### src/rtl/jt49_eg_pkg.sv
// Shared constants for the envelope scheduler: register addresses, default
// sizing and the bit layout of the shape register as seen by the EG.
package jt49_eg_pkg;

    localparam logic [1:0] ADDR_FINE   = 2'd0;
    localparam logic [1:0] ADDR_COARSE = 2'd1;
    localparam logic [1:0] ADDR_SHAPE  = 2'd2;

    localparam int unsigned PRESC_DEF = 2;
    localparam int unsigned PW_DEF    = 16;

    localparam int unsigned CONT_BIT = 3;
    localparam int unsigned ATT_BIT  = 2;
    localparam int unsigned ALT_BIT  = 1;
    localparam int unsigned HOLD_BIT = 0;

endpackage

### src/rtl/jt49_eg_period.sv
// Envelope period pacing: cen prescaler, period counter and the one-cen-wide
// step pulse that follows every counter expiry.
module jt49_eg_period
    import jt49_eg_pkg::*;
#(
    parameter int unsigned PRESC = PRESC_DEF,
    parameter int unsigned PW    = PW_DEF
) (
    input  logic          clk,
    input  logic          rst_n,
    input  logic          cen,
    input  logic [PW-1:0] period,
    input  logic          clr,
    output logic          step,
    output logic          tick
);

    localparam int unsigned PRW = (PRESC > 1) ? $clog2(PRESC) : 1;

    logic [PRW-1:0] pre_q, pre_d;
    logic [PW-1:0]  cnt_q, cnt_d;
    logic           exp_q, exp_d;
    logic           step_q, step_d;
    logic           pre_wrap;

    always_comb begin
        pre_wrap = (pre_q == PRW'(PRESC - 1));
        tick     = cen && pre_wrap && !clr;
        pre_d    = pre_q;
        cnt_d    = cnt_q;
        exp_d    = exp_q;
        step_d   = step_q;
        if (clr) begin
            pre_d  = '0;
            cnt_d  = '0;
            exp_d  = 1'b0;
            step_d = 1'b0;
        end else if (cen) begin
            pre_d  = pre_wrap ? '0 : pre_q + PRW'(1);
            step_d = exp_q;
            exp_d  = 1'b0;
            if (pre_wrap) begin
                // >= so a period shrunk below cnt expires now instead of wrapping
                if (cnt_q >= period - PW'(1)) begin
                    cnt_d = '0;
                    exp_d = 1'b1;
                end else begin
                    cnt_d = cnt_q + PW'(1);
                end
            end
        end
    end

    always_ff @(posedge clk or negedge rst_n) begin
        if (!rst_n) begin
            pre_q  <= '0;
            cnt_q  <= '0;
            exp_q  <= 1'b0;
            step_q <= 1'b0;
        end else begin
            pre_q  <= pre_d;
            cnt_q  <= cnt_d;
            exp_q  <= exp_d;
            step_q <= step_d;
        end
    end

    assign step = step_q;

endmodule

### src/rtl/jt49_eg_sched.sv
// Envelope generator controller: CPU-visible period/shape registers, readback,
// null-period detection and the cen-synchronised restart handshake.
module jt49_eg_sched
    import jt49_eg_pkg::*;
#(
    parameter int unsigned PRESC = PRESC_DEF,
    parameter int unsigned PW    = PW_DEF
) (
    input  logic       clk,
    input  logic       rst_n,
    input  logic       cen,
    input  logic       wr,
    input  logic [1:0] addr,
    input  logic [7:0] din,
    output logic [7:0] dout,
    output logic       step,
    output logic       null_period,
    output logic       restart,
    output logic [3:0] ctrl
);

    localparam int unsigned CW = PW - 8;

    if (PRESC < 2) begin : g_presc_chk
        $error("jt49_eg_sched: PRESC must be >= 2");
    end
    if (PW < 9 || PW > 16) begin : g_pw_chk
        $error("jt49_eg_sched: PW must be within 9..16");
    end

    logic [7:0]    fine_q, fine_d;
    logic [CW-1:0] coarse_q, coarse_d;
    logic [3:0]    shape_q, shape_d;
    logic          null_q, null_d;
    logic          restart_q, restart_d;
    logic          shape_wr;
    logic          clr;
    logic          tick;
    logic [PW-1:0] period;

    always_comb begin
        fine_d   = fine_q;
        coarse_d = coarse_q;
        shape_d  = shape_q;
        shape_wr = 1'b0;
        if (wr) begin
            case (addr)
                ADDR_FINE:   fine_d   = din;
                ADDR_COARSE: coarse_d = din[CW-1:0];
                ADDR_SHAPE: begin
                    shape_d  = din[3:0];
                    shape_wr = 1'b1;
                end
                default: ;
            endcase
        end

        period = {coarse_q, fine_q};
        null_d = (period == '0);

        // A write on the same edge as the clearing cen wins, re-arming restart
        restart_d = restart_q;
        if (cen && restart_q) restart_d = 1'b0;
        if (shape_wr)         restart_d = 1'b1;

        clr = null_q | shape_wr;

        dout = '0;
        case (addr)
            ADDR_FINE:   dout = fine_q;
            ADDR_COARSE: dout = 8'(coarse_q);
            ADDR_SHAPE:  dout = {4'b0000, shape_q};
            default:     dout = '0;
        endcase
    end

    always_ff @(posedge clk or negedge rst_n) begin
        if (!rst_n) begin
            fine_q    <= '0;
            coarse_q  <= '0;
            shape_q   <= '0;
            null_q    <= 1'b1;
            restart_q <= 1'b0;
        end else begin
            fine_q    <= fine_d;
            coarse_q  <= coarse_d;
            shape_q   <= shape_d;
            null_q    <= null_d;
            restart_q <= restart_d;
        end
    end

    jt49_eg_period #(
        .PRESC (PRESC),
        .PW    (PW)
    ) u_period (
        .clk    (clk),
        .rst_n  (rst_n),
        .cen    (cen),
        .period (period),
        .clr    (clr),
        .step   (step),
        .tick   (tick)
    );

    // Counting must be frozen whenever restart is pending or the period is null
    always_ff @(posedge clk) begin
        if (rst_n) assert (!(tick && (restart_q || null_q)));
    end

    assign null_period = null_q;
    assign restart     = restart_q;
    assign ctrl        = {shape_q[CONT_BIT], shape_q[ATT_BIT], shape_q[ALT_BIT], shape_q[HOLD_BIT]};

endmodule

### config.mk
export PLATFORM = sky130hd
export DESIGN_NAME = jt49_eg_sched
export DESIGN_NICKNAME = d
export VERILOG_FILES = /design/src/rtl/jt49_eg_pkg.sv /design/src/rtl/jt49_eg_period.sv /design/src/rtl/jt49_eg_sched.sv
export SDC_FILE = /design/constraint.sdc
export NUM_CORES = 1
export LEC_CHECK = 0
export BUFFER_PORTS_ARGS = -buffer_cell sky130_fd_sc_hd__buf_2
export CAP_MARGIN = 30
export CORE_UTILIZATION = 55
export CTS_CLUSTER_DIAMETER = 150
export DETAILED_ROUTE_END_ITERATION = 6
export GPL_ROUTABILITY_DRIVEN = 0
export PLACE_DENSITY_LB_ADDON = 0.05
export SLEW_MARGIN = 0
export SYNTH_ARGS = -nofsm -noshare
export SYNTH_HDL_FRONTEND = slang
export SYNTH_SLANG_ARGS = --single-unit
export TNS_END_PERCENT = 100
### constraint.sdc
create_clock -name clk -period 7.5 [get_ports clk]
set_clock_uncertainty 0.05 [all_clocks]
set_input_delay 1.5 -clock clk [delete_from_list [all_inputs] [get_ports clk]]
set_output_delay 1.5 -clock clk [all_outputs]
set_load 0.02 [all_outputs]
**Word-level counts from Yosys, hierarchy flattened**

Cells that the tools add are included.

- Bits in registers: 41
- Word-level logic and storage cells: 44
- Output and inout port bits: 15
- Input port bits: 14

- Bitwise logic cells: 1
- Order comparisons: 1
- Equality and inequality tests: 2
- Reduce and logical (&&, ||, !) cells: 10
- Muxes and demuxes: 18
- Add/subtract/negate cells: 3

Operator list:

| cell | count |
|---|---|
| 16-bit two-way mux | 4 |
| 8-bit one-hot mux with 3 select lines | 1 |
| 16-bit by 1-bit adder with 16-bit output (second input constant) | 1 |
| 16-bit >= comparator | 1 |
| 16-bit zero test | 1 |
| 16-bit by 1-bit subtractor with 16-bit output (second input constant) | 1 |
| 1-bit two-way mux | 13 |
| 2-bit AND reduction | 4 |
| 2-bit nonzero test | 3 |
| 2-bit by 1-bit == test with 1-bit output (second input constant) | 1 |
| 2-bit == test (second input constant) | 1 |
| 2-bit zero test | 1 |
| 1-bit adder (second input constant) | 1 |
| 1-bit logical AND | 1 |
| 1-bit OR | 1 |

**Depth between registers and ports, before layout**

- Depth in word-level cells: 6
- Depth in mapped cells: 13
- Mapped depth without buffers: 13

**Hierarchy**

Synthesis repeated with hierarchy kept, for this count alone.

- Cells, all modules: 261
- Area total of the unflattened synthesis: 2,635.0 um^2

By module, submodules not included:

| module | instances | cells each | sequential area each (um^2) | area an instance (um^2) |
|---|---|---|---|---|
| jt49_eg_period | 1 | 189 | 475.5 | 1,615.3 |
| jt49_eg_sched | 1 | 72 | 551.8 | 1,019.7 |

**Worst setup path before layout**

No wires, ideal clock.

- Path type: input to output
- From: input port addr[1]
- To: output port dout[0]
- Required time: 5.950 ns
- Slack: 3.528 ns
- Stages: 3
- Path buffers: 1
- Arrival time: 2.422 ns
- Path through: buf_1 mux2i_1 o21ai_0

- Longest elaborated chain between the ends: 2
- Elaborated cells between the ends (all ways): 4
- Those cells by class: eq/ne: 2; mux: 1; reduce/logical: 1

RTL lines:

| element | line | RTL |
|---|---|---|
| from (decl) | jt49_eg_sched.sv:13 | `input logic [1:0] addr,` |
| 2-bit == test (tied with other cells) | jt49_eg_sched.sv:69 | `case (addr)` |
| 8-bit one-hot mux with 3 select lines (*) | jt49_eg_sched.sv:69 |  |
| to (decl) | jt49_eg_sched.sv:15 | `output logic [7:0] dout,` |

Every way passes the cells marked *; elsewhere a longest branch is shown, timed or not.

**Worst setup path after layout**

- From: input port addr[0]
- To: output port dout[1]

The elaborated chain is that of the path after synthesis.

==> impl_metrics.tcl <==
set metrics [dict create \
    n_antenna_cell 0 \
    antenna_found_initial 0 \
    slew_viol_final 0 \
    nNetsFinal 317 \
    setup_violations 0 \
    status "complete, no violations" \
    fill_cells 382 \
    p_leak_nw 1.31 \
    synthFlopType "dfrtp_1" \
    dp_hpwl_um 3910 \
    wl_met1_um 2580 \
    synth_common_cells "dfrtp_1, nand2_1, nor2_1, ha_1, mux2_2" \
    track_usage 0.231 \
    grt_overflow 0 \
    drc 0 \
    period_share 0.533 \
    synth_warnings 0 \
    avgSynthCellArea_um2 10.0 \
    finalHoldViolations 0 \
    vias 1963 \
    synth.distinct_cells 43 \
    synth_edf_count 0 \
    fp.dieH_um 69.8 \
    yosysMostFrequentCell "dfrtp_1" \
    maxCapViolCount 0 \
    synth_seq_area_share 0.406 \
    worst-path-max-fanout 13 \
    syn_inst 252 \
    worst_pin_slew_ps 742 \
    wl_met2_um 2410 \
    critical_path_class "in -> out" \
    peakVddDrop_mv 0.144 \
    synthArstFlopShare 1.00 \
    die_width_um 69.8 \
    port_buffers 28 \
    row_count 24 \
    path_clk_slew_ps 80 \
    cts_buffers 5 \
    area_growth_pct 13.4 \
    grt_pass1_wl_um 8950 \
    cts_setup_buffers 0 \
    endpoint_kind "output pin" \
    cp.required_ps 5950 \
    period_needed_ps 4000 \
    clk_latency_ps 290 \
    grt_setup_unrepaired "false" \
    core_area_um2 4380 \
    layout-drive-gt1-share 0.220 \
    grt_pass1_vias 1855 \
    cts_buffer_depth 2 \
    synth_area_um2 2530 \
    slew_headroom 0.503 \
    cts_hold_buffers 0 \
    start_kind "primary input" \
    p_per_area_nw_per_um2 235 \
    finalPower_uw 673 \
    routed.top_layer "met4" \
    initialDrtViolationCount 110 \
    synthTopCellsByArea "dfrtp_1, ha_1, mux2_2, xnor2_1, nand2_1" \
    fmax_ghz 0.250 \
    wl_met3_um 144 \
    synth_top_area_share 0.396 \
    fin_tns_setup_ps 0 \
    htreeDepth 2 \
    syn-num-nets 284 \
    start_util 0.577 \
    clock_sinks 41 \
    finalWirelength_um 5220 \
    cts_resized 0 \
    synth_area_leader_cell "dfrtp_1" \
    wire_per_inst_um 15.4 \
    io_pins 29 \
    cp.arrival_ps 2450 \
    ant_nets 0 \
    die_area_um2 4870 \
    dr.pass1.iters 4 \
    cts_tree "done" \
    grt_max_degree 42 \
    routed_via_density 5.81 \
    clock-root-buffer "clkbuf_8" \
    hold_class "reg -> reg" \
    ys_ff_latch 41 \
]
## flip-flops by register name (all words and copies together) (netlist names)
register / cells
u_period.cnt_q: 16
coarse_q: 8
fine_q: 8
ctrl: 4
null_period: 1
restart: 1
u_period.exp_q: 1
u_period.pre_q: 1
u_period.step: 1
## final timing paths
path                        startpoint                  to  slack, ps  cells after the start
setup / recovery               addr[0]             dout[1]       3500                      5
hold reg to reg            coarse_q[7]         null_period        440                      1
max in group asynchronous        rst_n         null_period       5990                      2
hold / removal             coarse_q[7]         null_period        440                      1
setup reg to reg             fine_q[3]  u_period.cnt_q[13]       3620                     11
min in group asynchronous        rst_n  u_period.cnt_q[11]        950                      1
## cell usage in the layout, fill, tap and decap left out, drive strengths merged, types with 3 or more instances in the layout
master	instances
dfrtp	40
buf	30
nand2	28
nor2	22
mux2	18
ha	18
xnor2	13
o21ai	12
xor2	11
mux2i	9
nand3	9
inv	7
a21oi	6
clkbuf	6
nor4	6
nor3	5
and3	5
nor2b	4
and4	3
nand4	3
o311ai	3
or4	3
## through the flow
step | util | cells | cell area, um2 | worst slack, ps | hold WS (ps)
after floorplan | - | 252 | 2530 | 3530 | 383
after global placement | 0.622 | 329 | 2730 | 3540 | 439
after detailed placement | 0.622 | 329 | 2730 | 3490 | 436
after CTS | 0.649 | 337 | 2850 | 3490 | 449
after global routing | 0.654 | 338 | 2870 | 3290 | 466
final | 0.654 | 338 | 2870 | 3500 | 444
## kinds of logic (layout without fill, tap and decap cells)
group,count (synthesis),count (layout),synth area share
mux,27,27,0.116
flops,41,41,0.406
buf+inv,11,45,0.0163
compound gates,30,30,0.0737
xor+xnor,24,24,0.0831
simple gates,101,101,0.216
fa+ha+maj,18,18,0.0891
## cell type report
type / count / area (um2) / area share
repair buffers: 30 / 168 / 0.0585
flip-flops and latches: 41 / 1030 / 0.358
clock buffers: 6 / 82.6 / 0.0288
well taps: 52 / 65.1 / 0.0227
multi-input cells: 200 / 1460 / 0.509
inverters: 7 / 26.3 / 0.00917
clock inverters: 2 / 37.5 / 0.0131
## power by group
part / switching, mW / total, mW / internal [mW]
Sequential: 0.0490 / 0.303 / 0.254
Combinational: 0.0975 / 0.183 / 0.0858
Clock: 0.0784 / 0.187 / 0.108
Total: 0.225 / 0.673 / 0.448
## routing by layer
metal | global-route usage | vias up
met2 | 0.363 | 31
met1 | 0.330 | 949
met4 | 0.0733 | 0
met3 | 0.0305 | 10
li1 | - | 973
met5 | 0 | -
## worst max-delay path, cell delays in order
cell,delay [ps]
buf_2,240
nor2b_1,310
nand2_1,100
o21ai_0,100
buf_2,200
(Power assumes the default switching activity.)
